[src/rtl/pipeline_ctrl.sv]
// pipeline_ctrl: pipeline hazard / branch / halt controller.
// Generates latch load enables and flush requests for a three-stage
// (Fetch, Decode, Execute) pipeline and keeps a saturating stall counter.
module pipeline_ctrl #(
  parameter int unsigned LOAD_LAT = 1
) (
  input  logic       clk,
  input  logic       reset,
  input  logic [1:0] dec_ra,
  input  logic [1:0] dec_rb,
  input  logic       dec_use_ra,
  input  logic       dec_use_rb,
  input  logic [1:0] ex_rd,
  input  logic       ex_RW,
  input  logic       ex_load,
  input  logic       ex_br_taken,
  input  logic       ex_Hlt,
  input  logic       resume,
  output logic       pc_ld,
  output logic       f_d_ld,
  output logic       d_ex_ld,
  output logic       f_d_flush,
  output logic       d_ex_flush,
  output logic       halted,
  output logic [7:0] stall_cnt
);

  typedef enum logic [1:0] {
    RUN   = 2'd0,
    STALL = 2'd1,
    HALT  = 2'd2
  } state_t;

  localparam logic [1:0] BUB_INIT = 2'(LOAD_LAT - 1);

  state_t     r_state;
  state_t     w_next_state;
  logic [1:0] r_bub;
  logic [1:0] w_next_bub;
  logic [7:0] r_stall_cnt;
  logic       w_hazard;
  logic       w_stall_inc;

  logic w_pc_ld, w_f_d_ld, w_d_ex_ld, w_f_d_flush, w_d_ex_flush, w_halted;

  // Load-use hazard: Execute holds a load whose target Decode is reading.
  always_comb begin
    w_hazard = ex_load & ex_RW &
               ((dec_use_ra & (dec_ra == ex_rd)) |
                (dec_use_rb & (dec_rb == ex_rd)));
  end

  // Mealy next-state and control outputs (priority: halt > branch > hazard).
  always_comb begin
    w_next_state = r_state;
    w_next_bub   = r_bub;
    w_pc_ld      = 1'b0;
    w_f_d_ld     = 1'b0;
    w_d_ex_ld    = 1'b0;
    w_f_d_flush  = 1'b0;
    w_d_ex_flush = 1'b0;
    w_halted     = 1'b0;
    unique case (r_state)
      RUN: begin
        w_d_ex_ld = 1'b1;
        if (ex_Hlt) begin
          w_f_d_flush  = 1'b1;
          w_d_ex_flush = 1'b1;
          w_next_state = HALT;
        end else if (ex_br_taken) begin
          w_pc_ld      = 1'b1;
          w_f_d_ld     = 1'b1;
          w_f_d_flush  = 1'b1;
          w_d_ex_flush = 1'b1;
        end else if (w_hazard) begin
          w_d_ex_flush = 1'b1;
          if (LOAD_LAT > 1) begin
            w_next_state = STALL;
            w_next_bub   = BUB_INIT;
          end
        end else begin
          w_pc_ld  = 1'b1;
          w_f_d_ld = 1'b1;
        end
      end
      STALL: begin
        // Execute already holds a bubble, so branch/halt/hazard are ignored.
        w_d_ex_ld    = 1'b1;
        w_d_ex_flush = 1'b1;
        if (r_bub <= 2'd1) begin
          w_next_state = RUN;
          w_next_bub   = '0;
        end else begin
          w_next_bub = r_bub - 2'd1;
        end
      end
      HALT: begin
        w_halted = 1'b1;
        if (resume) w_next_state = RUN;
      end
      default: w_next_state = RUN;
    endcase
  end

  // Outputs are forced inactive for as long as reset is held.
  always_comb begin
    pc_ld      = reset & w_pc_ld;
    f_d_ld     = reset & w_f_d_ld;
    d_ex_ld    = reset & w_d_ex_ld;
    f_d_flush  = reset & w_f_d_flush;
    d_ex_flush = reset & w_d_ex_flush;
    halted     = reset & w_halted;
    stall_cnt  = r_stall_cnt;
  end

  // A stall cycle is any non-HALT cycle in which the PC is held.
  always_comb begin
    w_stall_inc = (r_state != HALT) && !w_pc_ld;
  end

  // State and bubble counter registers.
  always_ff @(posedge clk or negedge reset) begin
    if (!reset) begin
      r_state <= RUN;
      r_bub   <= '0;
    end else begin
      r_state <= w_next_state;
      r_bub   <= w_next_bub;
    end
  end

  // Saturating stall-cycle counter.
  always_ff @(posedge clk or negedge reset) begin
    if (!reset) begin
      r_stall_cnt <= '0;
    end else if (w_stall_inc && (r_stall_cnt != '1)) begin
      r_stall_cnt <= r_stall_cnt + 8'd1;
    end
  end

endmodule

[config.mk]
export PLATFORM = sky130hd
export DESIGN_NAME = pipeline_ctrl
export DESIGN_NICKNAME = d
export VERILOG_FILES = /design/src/rtl/pipeline_ctrl.sv
export SDC_FILE = /design/constraint.sdc
export NUM_CORES = 1
export LEC_CHECK = 0
export BUFFER_PORTS_ARGS = -buffer_cell sky130_fd_sc_hd__buf_2
export CAP_MARGIN = 20
export CORE_MARGIN = 5
export CORE_UTILIZATION = 48
export CTS_BUF_LIST = sky130_fd_sc_hd__clkbuf_16
export CTS_CLUSTER_SIZE = 30
export DETAILED_ROUTE_END_ITERATION = 8
export PLACE_DENSITY = 0.9
export SLEW_MARGIN = 20
export SYNTH_ARGS = -nofsm -noshare
export SYNTH_HDL_FRONTEND = slang
export SYNTH_SLANG_ARGS = --single-unit
export TNS_END_PERCENT = 20
[constraint.sdc]
create_clock -name clk -period 2.3 [get_ports clk]
set_input_delay 0 -clock clk [delete_from_list [all_inputs] [get_ports clk]]
set_output_delay 0 -clock clk [all_outputs]
set_load 0.02 [all_outputs]
Word-level counts from Yosys, hierarchy flattened
Index checks and enable logic that the tools add are counted.
{"block": "word_totals", "ff_bits": 12, "input_bits": 15, "out_inout_bits": 14}
{"block": "classes", "addsub": 2, "order_cmp": 1, "n_eq_ne": 9, "n_mux": 18, "bitwise": 10, "n_reduce_logical": 6}
{"operator": "two-way mux 1 bit", "count": 12}
{"operator": "AND 1 bit", "count": 9}
{"operator": "adder 8 x 1 -> 8 bit (second input constant)", "count": 1}
{"operator": "two-way mux 2 bit", "count": 4}
{"operator": "!= test 2 bit (second input constant)", "count": 4}
{"operator": "!= test 8 bit (second input constant)", "count": 1}
{"operator": "one-hot mux 2 bit (3 select lines)", "count": 1}
{"operator": "equality test 2 bit", "count": 2}
{"operator": "AND reduction 3 bit", "count": 1}
{"operator": "equality test 2 x 1 -> 1 bit (second input constant)", "count": 1}
{"operator": "equality test 2 bit (second input constant)", "count": 1}
{"operator": "<= comparator 2 x 1 -> 1 bit (second input constant)", "count": 1}
{"operator": "logical AND 1 bit", "count": 2}
{"operator": "logical NOT 2 bit", "count": 1}
{"operator": "one-hot mux 1 bit (2 select lines)", "count": 1}
{"operator": "OR reduction 2 bit", "count": 1}
{"operator": "subtractor 2 x 1 -> 2 bit (second input constant)", "count": 1}
{"operator": "logical NOT 1 bit", "count": 1}
{"operator": "OR 1 bit", "count": 1}

Longest topological paths before layout
Gate-level depths: netlist of run 1.
{"block": "logic_depth", "ltp_word": 11, "depth_mapped": 5, "ltp_nobuf": 5}

Worst setup path after synthesis of run 1
No wires, ideal clock.
{"block": "synth_path", "path_kind": "register to register", "from": "reg r_stall_cnt[0], in the netlist stall_cnt[0]", "to": "reg r_stall_cnt[1], in the netlist stall_cnt[1]", "setup_time_ns": 0.125, "arrival_ns": 1.433, "setup_slack_ns": 0.742, "stages_incl_launch_ff": 5, "path_buffers": 0, "period_less_slack_ns": 1.558, "path_cell_list": "dfrtp_1 > ha_1 > nand4_2 > o211ai_2 > mux2_4"}
{"block": "synth_via", "elab_chain_cells": 2, "word_cells_on_any_way": 3, "classes_between": "1 x add/sub; 1 x eq/ne; 1 x reduce/logical"}
{"item": "start: declaration", "line_no": "40", "rtl": "logic [7:0] r_stall_cnt;"}
{"item": "start signal: assignment", "line_no": "137", "rtl": "r_stall_cnt <= r_stall_cnt + 8'd1;"}
{"item": "parallel branches: the longest is 2 deep, another holds adder 8 x 1 -> 8 bit"}
Parallel ways; which one is timed is not known.
A chain may end at the register's enable or synchronous reset.

Final worst setup path of run 1
{"block": "layout_path", "from": "reg r_stall_cnt[0], in the netlist stall_cnt[0]", "to": "reg r_stall_cnt[6], in the netlist stall_cnt[6]"}
The elaborated chain is that of the path after synthesis.

==> flow_metrics.env, run 1 <==
export IMPL_diodes=0
export IMPL_ys_flop_type="dfrtp_1"
export IMPL_holdWs_ps=98.3
export IMPL_cts_tree="yes"
export IMPL_finalSetupViolCount=0
export IMPL_critPathLaunchType="register"
export IMPL_layout_drive_gt1_share_pct=50.6
export IMPL_grt_pass1_vias=505
export IMPL_wl_per_cell_um=13.5
export IMPL_antenna_found_initial=0
export IMPL_yosysWarnings=0
export IMPL_fin_nets=106
export IMPL_vias_per_cell=5.21
export IMPL_drcViolationCount=0
export IMPL_cap_violations=0
export IMPL_max_stage_delay_ps=450
export IMPL_cp_cell_sequence="ha_1 -> nor2b_1 -> nand4_1 -> mux2_1"
export IMPL_hold_path_class="primary input to register"
export IMPL_dr_first_iter_drc_count=8
export IMPL_power_density_nw_per_um2=1090
export IMPL_ys_ff_latch=9
export IMPL_die_area_um2=2220
export IMPL_cp_num_buf_inv=0
export IMPL_clk_latency_ps=230
export IMPL_ir_drop_mv=0.830
export IMPL_synth_nets=72
export IMPL_timing_setup_tns_ps=0
export IMPL_worst_pin_slew_ps=334
export IMPL_fmax_mhz=641
export IMPL_num_rows=13
export IMPL_root_buffer="clkbuf_16"
export IMPL_syn_area_um2=659
export IMPL_crit_required_ps=2400
export IMPL_htreeDepth=1
export IMPL_fp_coreArea_um2=1300
export IMPL_synthDistinctLibCells=32
export IMPL_grt_first_pass_wirelength_mm=2.19
export IMPL_hold_viol_final=0
export IMPL_ys_seq_area_share_pct=34.2
export IMPL_relSlewSlack_pct=77.7
export IMPL_finalCritPeriodShare_pct=67.8
export IMPL_io_pins=29
export IMPL_crit_family="flip-flops"
export IMPL_start_util_pct=50.7
export IMPL_status="finished clean"
export IMPL_fin_ws_ps=740
export IMPL_clockBufferDepth=2
export IMPL_dpl_worst_slack_ps=763
export IMPL_criticalPathCategory="register to register"
export IMPL_gr_usage_all_layers_pct=14.5
export IMPL_slowest_stage="dfrtp_1"
export IMPL_critPathMaxFanout=4
export IMPL_async_flop_share_pct=100
export IMPL_critical_path_arrival_ps=1670
export IMPL_dr_total_vias=542
export IMPL_synth_edff_count=0
export IMPL_synthCells=56
export IMPL_cts_sink_count=9
export IMPL_die_w_um=47.1
export IMPL_slew_viol_final=0
export IMPL_synth_avg_cell_area_um2=11.8
export IMPL_ant_nets=0
export IMPL_globalplace_congestion=0.750
export IMPL_die_height_um=47.1
export IMPL_rsz0062_at_grt="false"
export IMPL_endpoint_kind="register"
export IMPL_fin_crit_ps=1560
export IMPL_finalWirelength_mm=1.40
export IMPL_portBuffers=28
export IMPL_area_growth_pct=38.0
export IMPL_p_leak_uw=0.000499
export IMPL_place_hpwl_mm=1.10
export IMPL_grt_ovfl_total=0
export IMPL_grt_max_degree=12
export IMPL_firstDrtPassIters=2
export IMPL_clk_pin_slew_ps=40
export IMPL_cts_made_buffers=3
export IMPL_clock_skew_ps=0.650
[power by group]
group / switching (µW) / internal [µW] / total, µW / leakage [µW]
Clock: 69.0 / 226 / 296 / 0.0000423
Sequential: 99.3 / 223 / 322 / 0.000107
Combinational: 208 / 164 / 372 / 0.000350
Total: 376 / 613 / 990 / 0.000499
[timing repair]
item,in CTS,in global routing
hold endpoints to repair,10,0
buffers inserted,0,0
hold buffers,2,0
gates resized for setup,0,0
[worst paths after layout]
check	start	to	slack [ps]	cells past startpoint
max in group asynchronous	reset	stall_cnt[3]	1950	2
min reg2reg	stall_cnt[5]	stall_cnt[5]	480	1
min in group asynchronous	reset	stall_cnt[7]	160	2
max reg2reg	stall_cnt[0]	stall_cnt[6]	740	4
min	ex_Hlt	r_state[1]	100	3
max	stall_cnt[0]	stall_cnt[6]	740	4
[registers in the layout (all words and copies together), names as in the netlist]
register / count
stall_cnt: 8
r_state: 1
[layer usage]
layer  vias to the layer above  part of all wire, %  track usage [%]
li1                        271                    -                -
met3                         2                  6.9             5.75
met2                        17                   53             25.7
met5                         -                    0                0
met4                         0                 0.86             3.31
met1                       252                   40             16.3
[cell usage in the layout (no fill, tap or decap), types with 2 or more instances in the layout]
cell type | synthesis | final
xnor2_1 | 2 | 2
xor2_1 | 5 | 5
clkbuf_16 | 0 | 3
dfrtp_1 | 9 | 9
inv_1 | 3 | 4
nand2_1 | 5 | 5
a21oi_1 | 2 | 2
buf_2 | 0 | 28
dlygate4sd3_1 | 0 | 2
nor2_1 | 4 | 4
xnor2_2 | 2 | 2
[layout make-up]
type | count | area (µm²)
multi-input cells | 43 | 415
fillers | 106 | 392
flip-flops and latches | 9 | 225
repair buffers | 30 | 160
clock buffers | 3 | 75.1
well taps | 15 | 18.8
inverters | 3 | 11.3
clock inverters | 1 | 3.75
[Yosys cell counts (2+ instances only)]
cell type,instances,area [µm²]
xnor2_1,2,17.5
xnor2_2,2,32.5
dfrtp_1,9,225
nor2_1,4,15.0
xor2_1,5,43.8
inv_1,3,11.3
a21oi_1,2,10.0
nand2_1,5,18.8
[per-stage QoR]
stage	instance area, µm²	utilization, %	instances	total power (µW)
2_1_floorplan	659	-	56	566
3_3_place_gp	811	62.3	98	683
3_5_place_dp	811	62.3	98	700
4_1_cts	910	69.9	104	1000
5_1_grt	910	69.9	104	1050
6_report	910	69.9	104	990
[worst reg2reg max path: stages (launching register included)]
cell and delay [ps]:
dfrtp_1 450, ha_1 230, nor2b_1 260, nand4_1 160, mux2_1 350
[kinds of logic (layout without fill, tap and decap cells)]
family | Yosys count | in the layout | share of synthesized area (%)
mux | 2 | 2 | 3.98
fa+ha+maj | 1 | 1 | 1.90
flops | 9 | 9 | 34.2
compound gates | 6 | 6 | 7.21
simple gates | 25 | 25 | 35.7
xor+xnor | 9 | 9 | 14.2
buf+inv | 4 | 37 | 2.85
Power figures use the tool's default switching activity.
==> inputs of run 2 (changes only) <==
- CORE_UTILIZATION: 48 -> 45
- PLACE_DENSITY: 0.9 -> 0.86
- clock period: 2.3 -> 1.5 ns (I/O delays scaled with it)
==> run 2 against run 1 <==
Die area up 5.2%. Worst setup slack got worse by 670 ps. Via count increased by 3.3%. Register-to-register slack got worse by 670 ps. Non-clock buffer count increased by 6. Clock-buffer cell count stayed put. Flip-flop and latch count unchanged. Sequential share of layout area down 0.89 points. Combinational power up 98%. Routed wire length grew 22%. Largest cell class unchanged. Largest power group unchanged.
==> flow_metrics.env, run 2 (synthesis results as in run 1) <==
export IMPL_critical_path_arrival_ps=1580
export IMPL_timing_rr_end="stall_cnt[5]"
export IMPL_criticalPathCategory="register to register"
export IMPL_fin_ws_ps=68.6
export IMPL_largest_reg_flops=8
export IMPL_dr_first_iter_drc_count=7
export IMPL_htreeDepth=1
export IMPL_diodes=0
export IMPL_min_to="r_state[1]"
export IMPL_finalWirelength_mm=1.71
export IMPL_layout_drive_gt1_share_pct=58.9
export IMPL_finalCritPeriodShare_pct=95.4
export IMPL_critPathLaunchType="register"
export IMPL_worstHoldPathCells=3
export IMPL_slowest_stage="dfrtp_2"
export IMPL_ir_drop_mv=0.978
export IMPL_fin_crit_ps=1430
export IMPL_endpoint_kind="register"
export IMPL_fp_coreArea_um2=1350
export IMPL_min_from="ex_Hlt"
export IMPL_hold_path_class="primary input to register"
export IMPL_cap_violations=0
export IMPL_wl_met1_um=677
export IMPL_globalplace_congestion=0.777
export IMPL_wl_met3_um=85
export IMPL_clock_skew_ps=2.51
export IMPL_final_cell_mix="28 x buf_2, 6 x buf_4, 5 x nand2_1, 5 x xor2_1, 5 x dfrtp_2"
export IMPL_highest_layer="met4"
export IMPL_cts_made_buffers=3
export IMPL_cts_sink_count=9
export IMPL_critPathMaxFanout=4
export IMPL_cp_num_buf_inv=0
export IMPL_cp_cell_sequence="ha_1 -> nand4_4 -> nand4_4 -> nor4b_2 -> xor2_1"
export IMPL_start_util_pct=48.8
export IMPL_cp_common_cell="nand4_4"
export IMPL_grt_max_degree=12
export IMPL_clockBufferDepth=2
export IMPL_io_pins=29
export IMPL_relSlewSlack_pct=81.5
export IMPL_power_density_nw_per_um2=1710
export IMPL_wl_per_cell_um=15.5
export IMPL_status="finished clean"
export IMPL_r2r_slack_ps=70
export IMPL_crit_family="simple AND/OR/NAND/NOR gates"
export IMPL_grt_ovfl_total=0
export IMPL_cts_tree="yes"
export IMPL_grt_first_pass_wirelength_mm=2.69
export IMPL_holdWs_ps=48.1
export IMPL_crit_required_ps=1650
export IMPL_clk_pin_slew_ps=40
export IMPL_ant_nets=0
export IMPL_fmax_mhz=699
export IMPL_antenna_found_initial=0
export IMPL_num_rows=13
export IMPL_dpl_worst_slack_ps=65.5
export IMPL_gr_usage_all_layers_pct=16.5
export IMPL_die_height_um=48.3
export IMPL_clk_latency_ps=230
export IMPL_firstDrtPassIters=4
export IMPL_p_leak_uw=0.000514
export IMPL_final_common_cell="buf_2"
export IMPL_root_buffer="clkbuf_16"
export IMPL_wl_met2_um=898
export IMPL_hold_viol_final=0
export IMPL_fin_nets=112
export IMPL_finalSetupViolCount=0
export IMPL_slew_viol_final=0
export IMPL_worst_pin_slew_ps=276
export IMPL_place_hpwl_mm=1.34
export IMPL_die_w_um=48.3
export IMPL_drcViolationCount=0
export IMPL_area_growth_pct=47.1
export IMPL_max_stage_delay_ps=400
export IMPL_rr_startpoint="stall_cnt[0]"
export IMPL_grt_pass1_vias=617
export IMPL_vias_per_cell=5.09
export IMPL_rsz0062_at_grt="true"
export IMPL_die_area_um2=2330
export IMPL_dr_total_vias=560
export IMPL_r2r_cells=5
export IMPL_portBuffers=28
## run 2: cell types whose count changed in the layout (fill, tap and decap cells not counted)
cell and change:
dfrtp_1 -5, buf_4 +6, nand4_2 -1, dfrtp_2 +5, nand4_4 +1
## run 2: what timing repair did
action | in CTS | in global routing
setup buffers | 0 | 1
endpoints found under the hold margin | 10 | 0
setup endpoints to repair | 0 | 3
hold buffers | 2 | 0
resized for setup | 0 | 1
## run 2: tightest hold or removal path, stage by stage
cell     delay, ps
buf_2          110
nor2_1          80
a21oi_1         40
## run 2: worst max-delay path by stage
| stage | from | end | slack, ps | cells past startpoint |
|---|---|---|---|---|
| floorplan | stall_cnt[3] | stall_cnt[1] | 30 | 4 |
| global placement | stall_cnt[5] | stall_cnt[1] | 80 | 4 |
| detailed placement | stall_cnt[0] | stall_cnt[5] | 70 | 5 |
| CTS | stall_cnt[0] | stall_cnt[5] | 40 | 5 |
| global route | stall_cnt[0] | stall_cnt[5] | -5 | 5 |
| finish | stall_cnt[0] | stall_cnt[5] | 70 | 5 |
## run 2: per-stage QoR
stage	cell area, µm²	TNS [ps]	total power, µW	std cells	util [%]
2_1_floorplan	666	0	884	56	-
3_3_place_gp	855	0	1140	103	63.3
3_5_place_dp	855	0	1180	103	63.3
4_1_cts	953	0	1650	109	70.6
5_1_grt	970	-4.62	1760	110	71.8
6_report	970	0	1660	110	71.8
## run 2: cell type report
cell class / count / area [µm²]
clock buffers: 3 / 75.1
clock inverters: 1 / 3.75
repair buffers: 36 / 205
well taps: 15 / 18.8
flip-flops and latches: 9 / 231
fillers: 97 / 380
multi-input cells: 43 / 424
inverters: 3 / 11.3
## run 2: metal layers
| layer | up-vias | GRT usage [%] |
|---|---|---|
| li1 | 280 | - |
| met1 | 262 | 19.1 |
| met2 | 14 | 29.4 |
| met3 | 4 | 4.80 |
| met4 | 0 | 4.30 |
| met5 | - | 0 |
## run 2: power by group
group          leakage, µW  switching (µW)  internal [µW]
sequential        0.000102             114            355
combinational     0.000370             411            324
clock            0.0000423             106            347
total             0.000514             630           1030
==> inputs of run 3 (changes only) <==
- HOLD_SLACK_MARGIN: unset -> 0.12
==> run 3 against run 2 <==
Fmax about the same. Total power increased by 0.34%. Die area unchanged. Non-clock buffer count increased by 1. First-iteration DRC count increased by 14%. Largest cell class unchanged. Highest routed layer unchanged.
==> flow_metrics.env, run 3 (synthesis results as in run 1) <==
export IMPL_clockBufferDepth=2
export IMPL_grt_ovfl_total=0
export IMPL_drcViolationCount=0
export IMPL_internal_power_uw=1030
export IMPL_place_inst=103
export IMPL_cts_tree="yes"
export IMPL_critical_path_arrival_ps=1580
export IMPL_timing_setup_tns_ps=0
export IMPL_vias_per_cell=5.08
export IMPL_firstDrtPassIters=4
export IMPL_critPathMaxFanout=4
export IMPL_finalWirelength_mm=1.72
export IMPL_globalplace_congestion=0.777
export IMPL_root_buffer="clkbuf_16"
export IMPL_finalSetupViolCount=0
export IMPL_ir_drop_mv=0.978
export IMPL_final_cell_mix="28 x buf_2, 6 x buf_4, 5 x nand2_1, 5 x xor2_1, 5 x dfrtp_2"
export IMPL_grt_first_pass_wirelength_mm=2.70
export IMPL_pwr_share_seq_pct=28.2
export IMPL_endpoint_kind="register"
export IMPL_ant_nets=0
export IMPL_wl_per_cell_um=15.5
export IMPL_start_util_pct=48.8
export IMPL_status="finished clean"
export IMPL_fin_nets=113
export IMPL_clockPowerShare_pct=27.2
export IMPL_fp_coreArea_um2=1350
export IMPL_r2r_slack_ps=70
export IMPL_holdWs_ps=167
export IMPL_place_hpwl_mm=1.34
export IMPL_portBuffers=28
export IMPL_switchingPower_uw=631
export IMPL_criticalPathCategory="register to register"
export IMPL_cts_sink_count=9
export IMPL_critPathLaunchType="register"
export IMPL_cap_violations=0
export IMPL_largest_reg_flops=8
export IMPL_grt_pass1_vias=617
export IMPL_dr_total_vias=564
export IMPL_rsz0062_at_grt="true"
export IMPL_final_cells=111
export IMPL_die_height_um=48.3
export IMPL_dr_first_iter_drc_count=8
export IMPL_p_sw_share_pct=37.9
export IMPL_diodes=0
export IMPL_crit_required_ps=1650
export IMPL_finalCritPeriodShare_pct=95.4
export IMPL_layout_drive_gt1_share_pct=58.3
export IMPL_fmax_mhz=699
export IMPL_worst_pin_slew_ps=276
export IMPL_final_core_util_pct=72.6
export IMPL_clk_pin_slew_ps=40
export IMPL_hold_path_class="primary input to async pin"
export IMPL_clk_latency_ps=230
export IMPL_combPwrFrac_pct=44.6
export IMPL_final_common_cell="buf_2"
export IMPL_gr_usage_all_layers_pct=16.6
export IMPL_fin_crit_ps=1430
export IMPL_area_growth_pct=48.6
export IMPL_hold_viol_final=0
export IMPL_cts_made_buffers=3
export IMPL_power_density_nw_per_um2=1700
export IMPL_relSlewSlack_pct=81.5
export IMPL_rr_startpoint="stall_cnt[0]"
export IMPL_io_pins=29
export IMPL_antenna_found_initial=0
export IMPL_fill_cells=96
export IMPL_slew_viol_final=0
export IMPL_clock_skew_ps=2.51
export IMPL_timing_rr_end="stall_cnt[5]"
export IMPL_die_w_um=48.3
export IMPL_r2r_cells=5
export IMPL_p_leak_uw=0.000518
export IMPL_htreeDepth=1
export IMPL_grt_max_degree=12
export IMPL_die_area_um2=2330
export IMPL_num_rows=13
==> run 3: cell types whose count changed in the layout (fill, tap and decap cells not counted) <==
cell | before | now
dlygate4sd3_1 | 2 | 3
==> run 3: worst max-delay path by stage <==
stage                      start            to  slack [ps]  cells after the start
floorplan           stall_cnt[3]  stall_cnt[1]          30                      4
global placement    stall_cnt[5]  stall_cnt[1]          80                      4
detailed placement  stall_cnt[0]  stall_cnt[5]          70                      5
CTS                 stall_cnt[0]  stall_cnt[5]          40                      5
global route        stall_cnt[0]  stall_cnt[5]          -5                      5
finish              stall_cnt[0]  stall_cnt[5]          70                      5
==> run 3: metrics by stage <==
step | power (µW) | area (µm²) | worst slack, ps
detailed placement | 1180 | 855 | 65.5
global placement | 1140 | 855 | 80.9
floorplan | 884 | 666 | 31.2
CTS | 1660 | 963 | 42.5
finish | 1660 | 980 | 68.6
global route | 1760 | 980 | -4.62
==> run 3: final cells by class <==
cell class	instances	area [µm²]	area share, %
Inverter	3	11.3	1.15
Tap cell	15	18.8	1.92
Multi-Input combinational cell	43	424	43.3
Clock buffer	3	75.1	7.66
Timing Repair Buffer	37	215	22.0
Clock inverter	1	3.75	0.383
Sequential cell	9	231	23.6
==> run 3: power groups by stage <==
stage | combinational [µW] | clock (µW) | sequential, µW
after floorplan | 278 | 0 | 606
after global placement | 689 | 0 | 449
after detailed placement | 718 | 0 | 463
after CTS | 733 | 464 | 463
after global routing | 803 | 474 | 484
final | 741 | 453 | 469
==> run 3: metal layers <==
layer	global-route usage (%)	part of all wire (%)	vias up
met5	0	0	-
met4	4.30	2.9	0
met3	4.80	5.0	4
met2	29.4	53	14
met1	19.3	40	264
li1	-	-	282
==> run 3: critical path, cell delays in order (launching register included) <==
cell	delay, ps
dfrtp_2	400
ha_1	250
nand4_4	140
nand4_4	150
nor4b_2	270
xor2_1	160
==> run 3: what timing repair did <==
item,CTS,global route
setup buffers,0,1
resized for setup,0,1
hold buffers,3,0
endpoints found under the hold margin,10,0
setup endpoints to repair,0,3
